--- src/rtl/des_pkg.sv ---
// Shared DES key-schedule constants: widths, state enum, shift schedule
// and the C/D half-rotation helper.
package des_pkg;

    localparam int KEY_W  = 64;
    localparam int HALF_W = 28;
    localparam int SK_W   = 48;

    typedef enum logic {
        IDLE,
        ROUND
    } state_t;

    // Index 0 holds the shift for round 1.
    localparam logic [1:0] SHIFT_SCHED [16] = '{
        2'd1, 2'd1, 2'd2, 2'd2, 2'd2, 2'd2, 2'd2, 2'd2,
        2'd1, 2'd2, 2'd2, 2'd2, 2'd2, 2'd2, 2'd2, 2'd1
    };

    // MSB of a half is DES bit 1, so a DES left rotate moves bits
    // toward the MSB.
    function automatic logic [HALF_W-1:0] rot(
        input logic [HALF_W-1:0] x,
        input logic [1:0]        n,
        input logic              right
    );
        logic [2*HALF_W-1:0] t;
        if (right) begin
            t   = {x, x} >> n;
            rot = t[HALF_W-1:0];
        end else begin
            t   = {x, x} << n;
            rot = t[2*HALF_W-1:HALF_W];
        end
    endfunction

endpackage

--- src/rtl/des_key_sched_if.sv ---
// Subkey stream handshake: sk_valid/sk_ready plus subkey, round, last.
// master = key scheduler, slave = round engine.
interface des_key_sched_if;

    logic                   sk_valid;
    logic                   sk_ready;
    logic [des_pkg::SK_W:0] subkey;
    logic [3:0]             round;
    logic                   last;

    modport master (
        output sk_valid, subkey, round, last,
        input  sk_ready
    );

    modport slave (
        input  sk_valid, subkey, round, last,
        output sk_ready
    );

endinterface

--- src/rtl/des_pc1.sv ---
// DES PC1 permutation: key[n] is DES bit n; cd[i] is PC1 output bit i.
// Ports: key (64 DES bits), cd (56 bits, C = cd[1:28], D = cd[29:56]).
module des_pc1 (
    input  logic [64:1] key,
    output logic [1:56] cd
);

    localparam int PC1 [56] = '{
        57, 49, 41, 33, 25, 17,  9,  1, 58, 50, 42, 34, 26, 18,
        10,  2, 59, 51, 43, 35, 27, 19, 11,  3, 60, 52, 44, 36,
        63, 55, 47, 39, 31, 23, 15,  7, 62, 54, 46, 38, 30, 22,
        14,  6, 61, 53, 45, 37, 29, 21, 13,  5, 28, 20, 12,  4
    };

    for (genvar i = 0; i < 56; i++) begin : g_bit
        assign cd[i+1] = key[PC1[i]];
    end

endmodule

--- src/rtl/des_pc2.sv ---
// DES PC2 selection, 56 -> 48 bits.
// Ports: cd (C/D, cd[1] = C bit 1), sk (sk[n] = subkey bit n).
module des_pc2 (
    input  logic [1:56] cd,
    output logic [48:1] sk
);

    localparam int PC2 [48] = '{
        14, 17, 11, 24,  1,  5,  3, 28, 15,  6, 21, 10,
        23, 19, 12,  4, 26,  8, 16,  7, 27, 20, 13,  2,
        41, 52, 31, 37, 47, 55, 30, 40, 51, 45, 33, 48,
        44, 49, 39, 56, 34, 53, 46, 42, 50, 36, 29, 32
    };

    for (genvar i = 0; i < 48; i++) begin : g_bit
        assign sk[i+1] = cd[PC2[i]];
    end

endmodule

--- src/rtl/des_key_sched.sv ---
// DES key-schedule sequencer: loads key via PC1, streams 16 PC2 subkeys
// in encrypt or decrypt order over the sk handshake.
// Ports: clk, rst_n (async low), start, decrypt, key[64:1], busy, done,
// key_err (only with DES_KS_PARITY_EN), sk (master modport).
module des_key_sched
    import des_pkg::*;
(
    input  logic             clk,
    input  logic             rst_n,
    input  logic             start,
    input  logic             decrypt,
    input  logic [KEY_W:0]   key,
    output logic             busy,
    output logic             done,
`ifdef DES_KS_PARITY_EN
    output logic             key_err,
`endif
    des_key_sched_if.master  sk
);

    state_t              state_q, state_d;
    logic [3:0]          rnd_q, rnd_d;
    logic                dec_q, dec_d;
    logic [HALF_W-1:0]   c_q, c_d, d_q, d_d;
    logic                done_q, done_d;
    logic [1:56]         pc1_cd;
    logic [SK_W:1]       pc2_sk;
    logic [1:0]          sh;
    logic [1:0]          sh0;
    logic                hs;
    logic                key_ok;
    logic                unused_key0;

    assign unused_key0 = key[0];

    des_pc1 u_pc1 (
        .key (key[KEY_W:1]),
        .cd  (pc1_cd)
    );

    des_pc2 u_pc2 (
        .cd ({c_q, d_q}),
        .sk (pc2_sk)
    );

`ifdef DES_KS_PARITY_EN
    logic err_q, err_d;

    // Every byte must carry odd parity.
    assign key_ok = (^key[8:1])   & (^key[16:9])
                  & (^key[24:17]) & (^key[32:25])
                  & (^key[40:33]) & (^key[48:41])
                  & (^key[56:49]) & (^key[64:57]);
    assign key_err = err_q;
`else
    assign key_ok = 1'b1;
`endif

    assign hs  = sk.sk_valid & sk.sk_ready;
    assign sh0 = decrypt ? 2'd0 : SHIFT_SCHED[0];
    // Decrypt walks the schedule backwards with right rotates.
    assign sh  = dec_q ? SHIFT_SCHED[4'd15 - rnd_q]
                       : SHIFT_SCHED[rnd_q + 4'd1];

    always_comb begin
        state_d = state_q;
        rnd_d   = rnd_q;
        dec_d   = dec_q;
        c_d     = c_q;
        d_d     = d_q;
        done_d  = 1'b0;
`ifdef DES_KS_PARITY_EN
        err_d   = 1'b0;
`endif
        unique case (state_q)
            IDLE: begin
                if (start && key_ok) begin
                    state_d = ROUND;
                    rnd_d   = 4'd0;
                    dec_d   = decrypt;
                    c_d     = rot(pc1_cd[1:28], sh0, 1'b0);
                    d_d     = rot(pc1_cd[29:56], sh0, 1'b0);
                end
`ifdef DES_KS_PARITY_EN
                err_d = start & ~key_ok;
`endif
            end
            ROUND: begin
                if (hs) begin
                    if (rnd_q == 4'd15) begin
                        state_d = IDLE;
                        done_d  = 1'b1;
                    end else begin
                        rnd_d = rnd_q + 4'd1;
                        c_d   = rot(c_q, sh, dec_q);
                        d_d   = rot(d_q, sh, dec_q);
                    end
                end
            end
            default: state_d = IDLE;
        endcase
    end

    always_ff @(posedge clk or negedge rst_n) begin
        if (!rst_n) begin
            state_q <= IDLE;
            rnd_q   <= '0;
            dec_q   <= 1'b0;
            c_q     <= '0;
            d_q     <= '0;
            done_q  <= 1'b0;
`ifdef DES_KS_PARITY_EN
            err_q   <= 1'b0;
`endif
        end else begin
            state_q <= state_d;
            rnd_q   <= rnd_d;
            dec_q   <= dec_d;
            c_q     <= c_d;
            d_q     <= d_d;
            done_q  <= done_d;
`ifdef DES_KS_PARITY_EN
            err_q   <= err_d;
`endif
        end
    end

    assign busy        = (state_q == ROUND);
    assign done        = done_q;
    assign sk.sk_valid = busy;
    assign sk.round    = rnd_q;
    assign sk.last     = busy & (rnd_q == 4'd15);
    assign sk.subkey   = busy ? {pc2_sk, 1'b0} : '0;

endmodule
--- src/flat_wrapper.sv ---
// flat-port wrapper written by rule: the top's interface ports become plain ports
module des_key_sched_flat import des_pkg::*;
  (clk, rst_n, start, decrypt, key, busy, done, sk_sk_valid, sk_subkey, sk_round, sk_last, sk_sk_ready);
  des_key_sched_if sk_i ();
  input  logic clk;
  input  logic rst_n;
  input  logic start;
  input  logic decrypt;
  input  logic [KEY_W:0] key;
  output logic busy;
  output logic done;
  output wire logic [$bits(sk_i.sk_valid)-1:0] sk_sk_valid;
  output wire logic [$bits(sk_i.subkey)-1:0] sk_subkey;
  output wire logic [$bits(sk_i.round)-1:0] sk_round;
  output wire logic [$bits(sk_i.last)-1:0] sk_last;
  input wire logic [$bits(sk_i.sk_ready)-1:0] sk_sk_ready;
  assign sk_sk_valid = sk_i.sk_valid;
  assign sk_subkey = sk_i.subkey;
  assign sk_round = sk_i.round;
  assign sk_last = sk_i.last;
  assign sk_i.sk_ready = sk_sk_ready;
  des_key_sched u_core (.clk(clk), .rst_n(rst_n), .start(start), .decrypt(decrypt), .key(key), .busy(busy), .done(done), .sk(sk_i));
endmodule
--- config.mk ---
export PLATFORM = sky130hd
export DESIGN_NAME = des_key_sched_flat
export DESIGN_NICKNAME = d
export VERILOG_FILES = /design/src/rtl/des_pkg.sv /design/src/rtl/des_key_sched_if.sv /design/src/rtl/des_pc1.sv /design/src/rtl/des_pc2.sv /design/src/rtl/des_key_sched.sv /design/src/flat_wrapper.sv
export SDC_FILE = /design/constraint.sdc
export NUM_CORES = 1
export LEC_CHECK = 0
export ABC_AREA = 1
export CORE_AREA = 3 3 143 90
export CTS_CLUSTER_SIZE = 12
export DETAILED_ROUTE_END_ITERATION = 6
export DIE_AREA = 0 0 146 93
export PLACE_DENSITY = 0.84
export SLEW_MARGIN = 25
export SYNTH_ARGS = -nofsm -noshare
export SYNTH_HDL_FRONTEND = slang
export SYNTH_SLANG_ARGS = --single-unit
--- constraint.sdc ---
create_clock -name clk -period 3.3 [get_ports clk]
set_clock_uncertainty 0.15 [all_clocks]
set_input_delay 0.66 -clock clk [delete_from_list [all_inputs] [get_ports clk]]
set_output_delay 0.66 -clock clk [all_outputs]
set_load 0.05 [all_outputs]
== Word-level counts from Yosys, hierarchy flattened ==
Memory sizes are Yosys's and may differ from the RTL's.
Cells that the tools add are included.

* Bitwise operators: 5
* Eq/ne operators: 4
* Multiplexer cells: 28
* Add/subtract/negate cells: 2
* Multiply operators: 0
* $lt $le $gt $ge: 2
* Reductions and logical operators: 2
* Shift operators: 6
* Divide/modulo/power cells: 0

{| class="wikitable"
|+ Operators with widths
! kind !! number
|-
| 28-bit two-way mux || 8
|-
| 56-bit by 2-bit << shifter with 56-bit output || 4
|-
| 28-bit case mux with 2 select lines || 2
|-
| 56-bit by 2-bit right shift with 28-bit output || 2
|-
| 49-bit two-way mux || 1
|-
| 4-bit two-way mux || 3
|-
| 5-bit >= comparator, second input constant || 2
|-
| 2-bit two-way mux || 5
|-
| 4-bit inverter with 5-bit output || 2
|-
| 4-bit case mux with 2 select lines || 1
|-
| 1-bit two-way mux || 7
|-
| 2-bit != test, second input constant || 3
|-
| 4-bit by 1-bit adder with 4-bit output, second input constant || 1
|-
| 4-bit equality test, second input constant || 1
|-
| 4-bit subtractor, first input constant || 1
|-
| 3-bit AND reduction || 1
|-
| 1-bit bitwise AND || 2
|-
| 1-bit case mux with 2 select lines || 1
|-
| 2-bit AND reduction || 1
|-
| 1-bit inverter || 1
|}

* Output and inout port bits: 57
* Latch bits: 0
* Flip-flop bits (word level): 63
* Logic and storage cells: 57
* Memories kept: 2
* Bits of input ports: 70
* Bits in read-only memories: 64
* Memory bits (writable): 0

{| class="wikitable"
|+ Memory list
! name !! words !! bits a word !! read ports !! clocked after memory_dff !! wr ports !! line !! RTL
|-
| (no name shown) || 16 || 2 || 1 || 0 || 0 || des_key_sched.sv:62 || <nowiki>assign sh = dec_q ? SHIFT_SCHED[4'd15 - rnd_q]</nowiki>
|-
| (no name shown) || 16 || 2 || 1 || 0 || 0 || des_key_sched.sv:63 || <nowiki>: SHIFT_SCHED[rnd_q + 4'd1];</nowiki>
|}

== Depth between registers and ports, before layout ==
* Depth after elaboration: 11
* Depth in mapped cells: 15
* Gate-level depth less buffers: 13

== By module ==
From an unflattened synthesis, not the netlist that was laid out.

* Cell total of the unflattened synthesis: 1439
* Area total of the unflattened synthesis: 8160.3 sq um

{| class="wikitable"
|+ By module, submodules not included
! module !! area each (sq um) !! sequential area each (sq um) !! times used !! cells an instance
|-
| des_key_sched || 7379.6 || 1576.5 || 1 || 1335
|-
| des_pc1 || 420.4 || 0.0 || 1 || 56
|-
| des_pc2 || 360.3 || 0.0 || 1 || 48
|}

== Least setup slack after synthesis ==
No wires, ideal clock.

* Path type: reg-to-reg
* From: reg u_core.rnd_q[0], in the netlist u_core.sk.round[0]
* To: reg u_core.c_q[19]
* Cell stages (with the launch flop): 13
* Clock period less this slack: 2.898 ns
* Library setup time: 0.120 ns
* Required time: 3.030 ns
* Setup slack: 0.402 ns
* Path buffers: 2
* Data arrival time: 2.627 ns
* Cell sequence: dfrtp_1 ha_1 inv_1 nor4_4 inv_1 nand2_2 inv_2 nand2_1 inv_2 buf_2 buf_2 nand2_1 nand2_1

* Cells in the longest elaborated chain, start to end: 11

{| class="wikitable"
|+ Ends and longest elaborated chain
! element !! line !! RTL
|-
| start: declaration || des_key_sched.sv:22 || <nowiki>logic [3:0] rnd_q, rnd_d;</nowiki>
|-
| start signal: assignment || des_key_sched.sv:117 || <nowiki>rnd_q <= rnd_d;</nowiki>
|-
| 4-bit by 1-bit adder with 4-bit output or 4-bit subtractor (tied branches) || des_key_sched.sv:63, des_key_sched.sv:62 ||
|-
| 4-bit inverter with 5-bit output, on equally long branches || des_key_sched.sv:63, des_key_sched.sv:62 ||
|-
| memory read 16 x 2 bit, on equally long branches || - ||
|-
| 2-bit two-way mux, on equally long branches (2 in a row) || des_key_sched.sv:63, des_key_sched.sv:62 ||
|-
| 2-bit two-way mux || des_key_sched.sv:62 ||
|-
| 56-bit by 2-bit << shifter with 56-bit output or 56-bit by 2-bit right shift with 28-bit output (tied branches) || des_pkg.sv:32, des_pkg.sv:29 ||
|-
| 28-bit two-way mux || des_pkg.sv:28 || <nowiki>if (right) begin</nowiki>
|-
| 28-bit two-way mux || des_key_sched.sv:90 || <nowiki>if (rnd_q == 4'd15) begin</nowiki>
|-
| 28-bit two-way mux || des_key_sched.sv:89 || <nowiki>if (hs) begin</nowiki>
|-
| 28-bit case mux with 2 select lines || des_key_sched.sv:75 || <nowiki>unique case (state_q)</nowiki>
|-
| end signal: assignment || des_key_sched.sv:109 || <nowiki>c_q <= '0;</nowiki>
|-
| end signal: assignment || des_key_sched.sv:119 || <nowiki>c_q <= c_d;</nowiki>
|-
| end: declaration || des_key_sched.sv:24 || <nowiki>logic [HALF_W-1:0] c_q, c_d, d_q, d_d;</nowiki>
|}

Several ways; a longest one is shown, not always the timed one. The select of a mux whose other input is x is not followed.
A chain may end at the register's enable or synchronous reset.

== Worst setup path after layout ==
* From: reg u_core.state_q, in the netlist u_core.busy
* To: out sk_subkey[1]

* Cells in the longest elaborated chain, start to end: 1

{| class="wikitable"
|+ Ends and longest elaborated chain
! element !! line !! RTL
|-
| start: declaration || des_key_sched.sv:21 || <nowiki>state_t state_q, state_d;</nowiki>
|-
| start signal: assignment || des_key_sched.sv:116 || <nowiki>state_q <= state_d;</nowiki>
|-
| 49-bit two-way mux || des_key_sched.sv:133 || <nowiki>assign sk.subkey = busy ? {pc2_sk, 1'b0} : '0;</nowiki>
|-
| end: declaration || flat_wrapper.sv:13 || <nowiki>output wire logic [$bits(sk_i.subkey)-1:0] sk_subkey;</nowiki>
|}

No other way between the ends.

==> run_results.csv <==
group,metric,value,unit
synthesis,synth_edf_count,0,
place,gp_congestion,0.989,
run,cap_violations,0,
sta,setup_violations,0,
cts,cts_tree,"built",
setup_path,cp_slowest_cell,"dfrtp_4",
synthesis,synth_seq_cells,63,
synthesis,synth_top_area_share,31.5,%
synthesis,synthMuxAreaShare,0,%
grt,grt_pass1_vias,7331,
routing,routed_wl,24.1,mm
worst_hold_path,hp-class,"primary input to async pin",
synthesis,ys.flop_type,"dfrtp_1",
floorplan,row_count,31,
cts,cts.sinks,63,
routing,drtPass1Iterations,6,
setup_path,r2r-start,"u_core.sk.round[0]$_DFFE_PN0P_",
sta,period_share,91.5,%
cts,ctsResizeCount,0,
cts,cts_buffers,9,
cts,clock_latency,0.34,ns
setup_path,crit_end,"sk_subkey[1]",
place,dp_hpwl,16.6,mm
layout,diodes,0,
floorplan,coreArea,0.0118,mm²
routing,ant_nets,0,
synthesis,yosys-top-cells-area,"nand3_1 (32%), dfrtp_1 (24%), nand2_1 (19%), o21ai_0 (6.6%), inv_1 (4.1%)",
synthesis,synthArstFlopShare,100,%
setup_path,startpoint_type,"flop",
setup_path,crit_required,2.49,ns
synthesis,yosysTopAreaCell,"nand3_1",
floorplan,start_util,57.0,%
layout,drive_gt1_share,7.15,%
setup_path,setup.worst_path.start,"u_core.busy$_DFF_PN0_",
sta,worstMarginPinSlew,0.880,ns
synthesis,synthDistinctLibCells,24,
layout,multi_input_area,0.00434,mm²
setup_path,worstPathMaxFanout,57,
routing,drtIter0Drc,1693,
cts,h-tree-depth,3,
synthesis,yosysMostFrequentCell,"nand3_1",
synthesis,synth_warnings,0,
layout,fin_nets,1299,
sta,fin_crit,3.02,ns
run_status,status,"completed",
synthesis,synth_compound_area_share,10.5,%
cts,cts_hold_buf,0,
sta,maxSlewViolCount,0,
setup_path,rrSetupSlack,0.36,ns
grt,track_usage,35.3,%
layout,instances_no_fill,1395,
grt,grt_pass1_wl,39.1,mm
layout,syn2layout_area_growth,21.0,%
synthesis,synth-adder-area-share,0.747,%
floorplan,die_height,93,µm
sta,holdWs,0.180,ns
sta,tns,0,ns
setup_path,critPathCaptureType,"output port",
cts,root_buffer,"clkbuf_16",
synthesis,synth_top_family_by_area,"simple AND/OR/NAND/NOR gates",
routing,route.detailed.drc,0,
setup_path,cp.arrival,2.21,ns
synthesis,ys_seq_area_share,23.5,%
cts,clk_pin_slew_worst_paths,0.06,ns
grt,grt_max_degree,59,
grt,grt-ovfl-total,0,
layout,seq_area,0.00158,mm²
routing,wl_per_cell,17.3,µm
floorplan,ioPinCount,127,
grt,antenna_found_initial,1,
place,portBuffers,116,
synthesis,synth_simple_gate_area_share,53.2,%
sta,hold_viol_final,0,
sta,rsz0062_at_grt,"no",
synthesis,syn_area,0.00670,mm²
floorplan,design.die.area,0.0136,mm²
setup_path,slowest_delay,0.83,ns
routing,vias,8607,
synthesis,synth_commonest_cells,"nand3_1 (422), nand2_1 (345), o21ai_0 (89), inv_1 (74), dfrtp_1 (63)",
synthesis,syn_inst,1172,
place,dp.cells,1379,
sta,slew_headroom,41.1,%
cts,cts_buffer_depth,2,
synthesis,synth.avg_cell_area,5.72,µm²
setup_path,path_cells,"nand2_1, inv_1, clkdlybuf4s50_1",
setup_path,critical_path_class,"flop to output port",
sta,fmax,0.331,GHz
floorplan,die_w,146,µm
layout,fillers,1040,
routing,via_per_inst,6.17,
setup_path,r2r.worst_path.cells,13,
synthesis,synth_xor_area_share,0,%
setup_path,worst_r2r_endpoint,"u_core.d_q[20]$_DFFE_PN0P_",
cts,cts_setup_buffers,0,
synthesis,syn_nets,1246,
-- stage by stage --
step	worst slack, ns	util (%)	cell area, µm²
global placement	0.368	66.5	7810
floorplan	0.402	-	6700
detailed placement	0.266	66.5	7810
global route	0.182	69.0	8110
CTS	0.286	69.0	8110
finish	0.279	69.0	8110
-- cell families (layout without fill, tap and decap cells) --
family / after synthesis / in the layout
fa+ha+maj: 4 / 4
flops: 63 / 63
buf+inv: 177 / 235
simple gates: 794 / 794
compound gates: 133 / 133
other cells: 1 / 1
-- how the worst min path moves through the flow --
stage,from,endpoint,slack [ns],cells past startpoint
2_1_floorplan,rst_n,u_core.busy$_DFF_PN0_,0.21,0
3_3_place_gp,u_core.c_q[3]$_DFFE_PN0P_,u_core.c_q[3]$_DFFE_PN0P_,0.34,2
3_5_place_dp,u_core.d_q[18]$_DFFE_PN0P_,u_core.d_q[18]$_DFFE_PN0P_,0.36,2
4_1_cts,rst_n,u_core.d_q[6]$_DFFE_PN0P_,0.19,2
5_1_grt,rst_n,u_core.d_q[5]$_DFFE_PN0P_,0.21,2
6_report,rst_n,u_core.d_q[6]$_DFFE_PN0P_,0.18,2
-- layout make-up --
type	count	area share (%)
flip-flops and latches	63	19.5
multi-input cells	932	53.5
clock buffers	9	2.78
inverters	79	3.66
repair buffers	140	17.1
well taps	165	2.55
clock inverters	7	0.895
-- critical path, delay by kind of cell, from the launching register on --
family,cells,cell delay [ns]
and+or+nand+nor,1,0.10
buffers and inverters,2,0.92
DFF,1,0.83
-- registers in the layout, summed over array words and instances (netlist names) --
register	cells
u_core.d_q	28
u_core.busy	1
u_core.done	1
u_core.dec_q	1
u_core.c_q	28
u_core.sk.round	4
-- cells in the final DEF, fill, tap and decap left out, types with 2 or more instances in the layout --
cell type / count
a21oi_1: 20
a31oi_1: 19
buf_12: 8
buf_4: 36
clkbuf_16: 9
clkdlybuf4s50_1: 95
clkinv_2: 2
clkinvlp_4: 2
dfrtp_1: 61
ha_1: 4
inv_1: 74
inv_2: 5
nand2_1: 344
nand2_2: 15
nand3_1: 422
nor2_1: 10
o21ai_0: 89
o22ai_1: 2
-- metal layers --
metal	wire [µm]	track usage [%]	part of all wire [%]
met5	20	0	0.083
met3	4490	15.1	19
met4	271	6.81	1.1
met2	8860	43.8	37
met1	10500	55.1	43
Power is not shown: default switching activity piles up to over one toggle a cycle in this logic, so the estimate is an artifact.
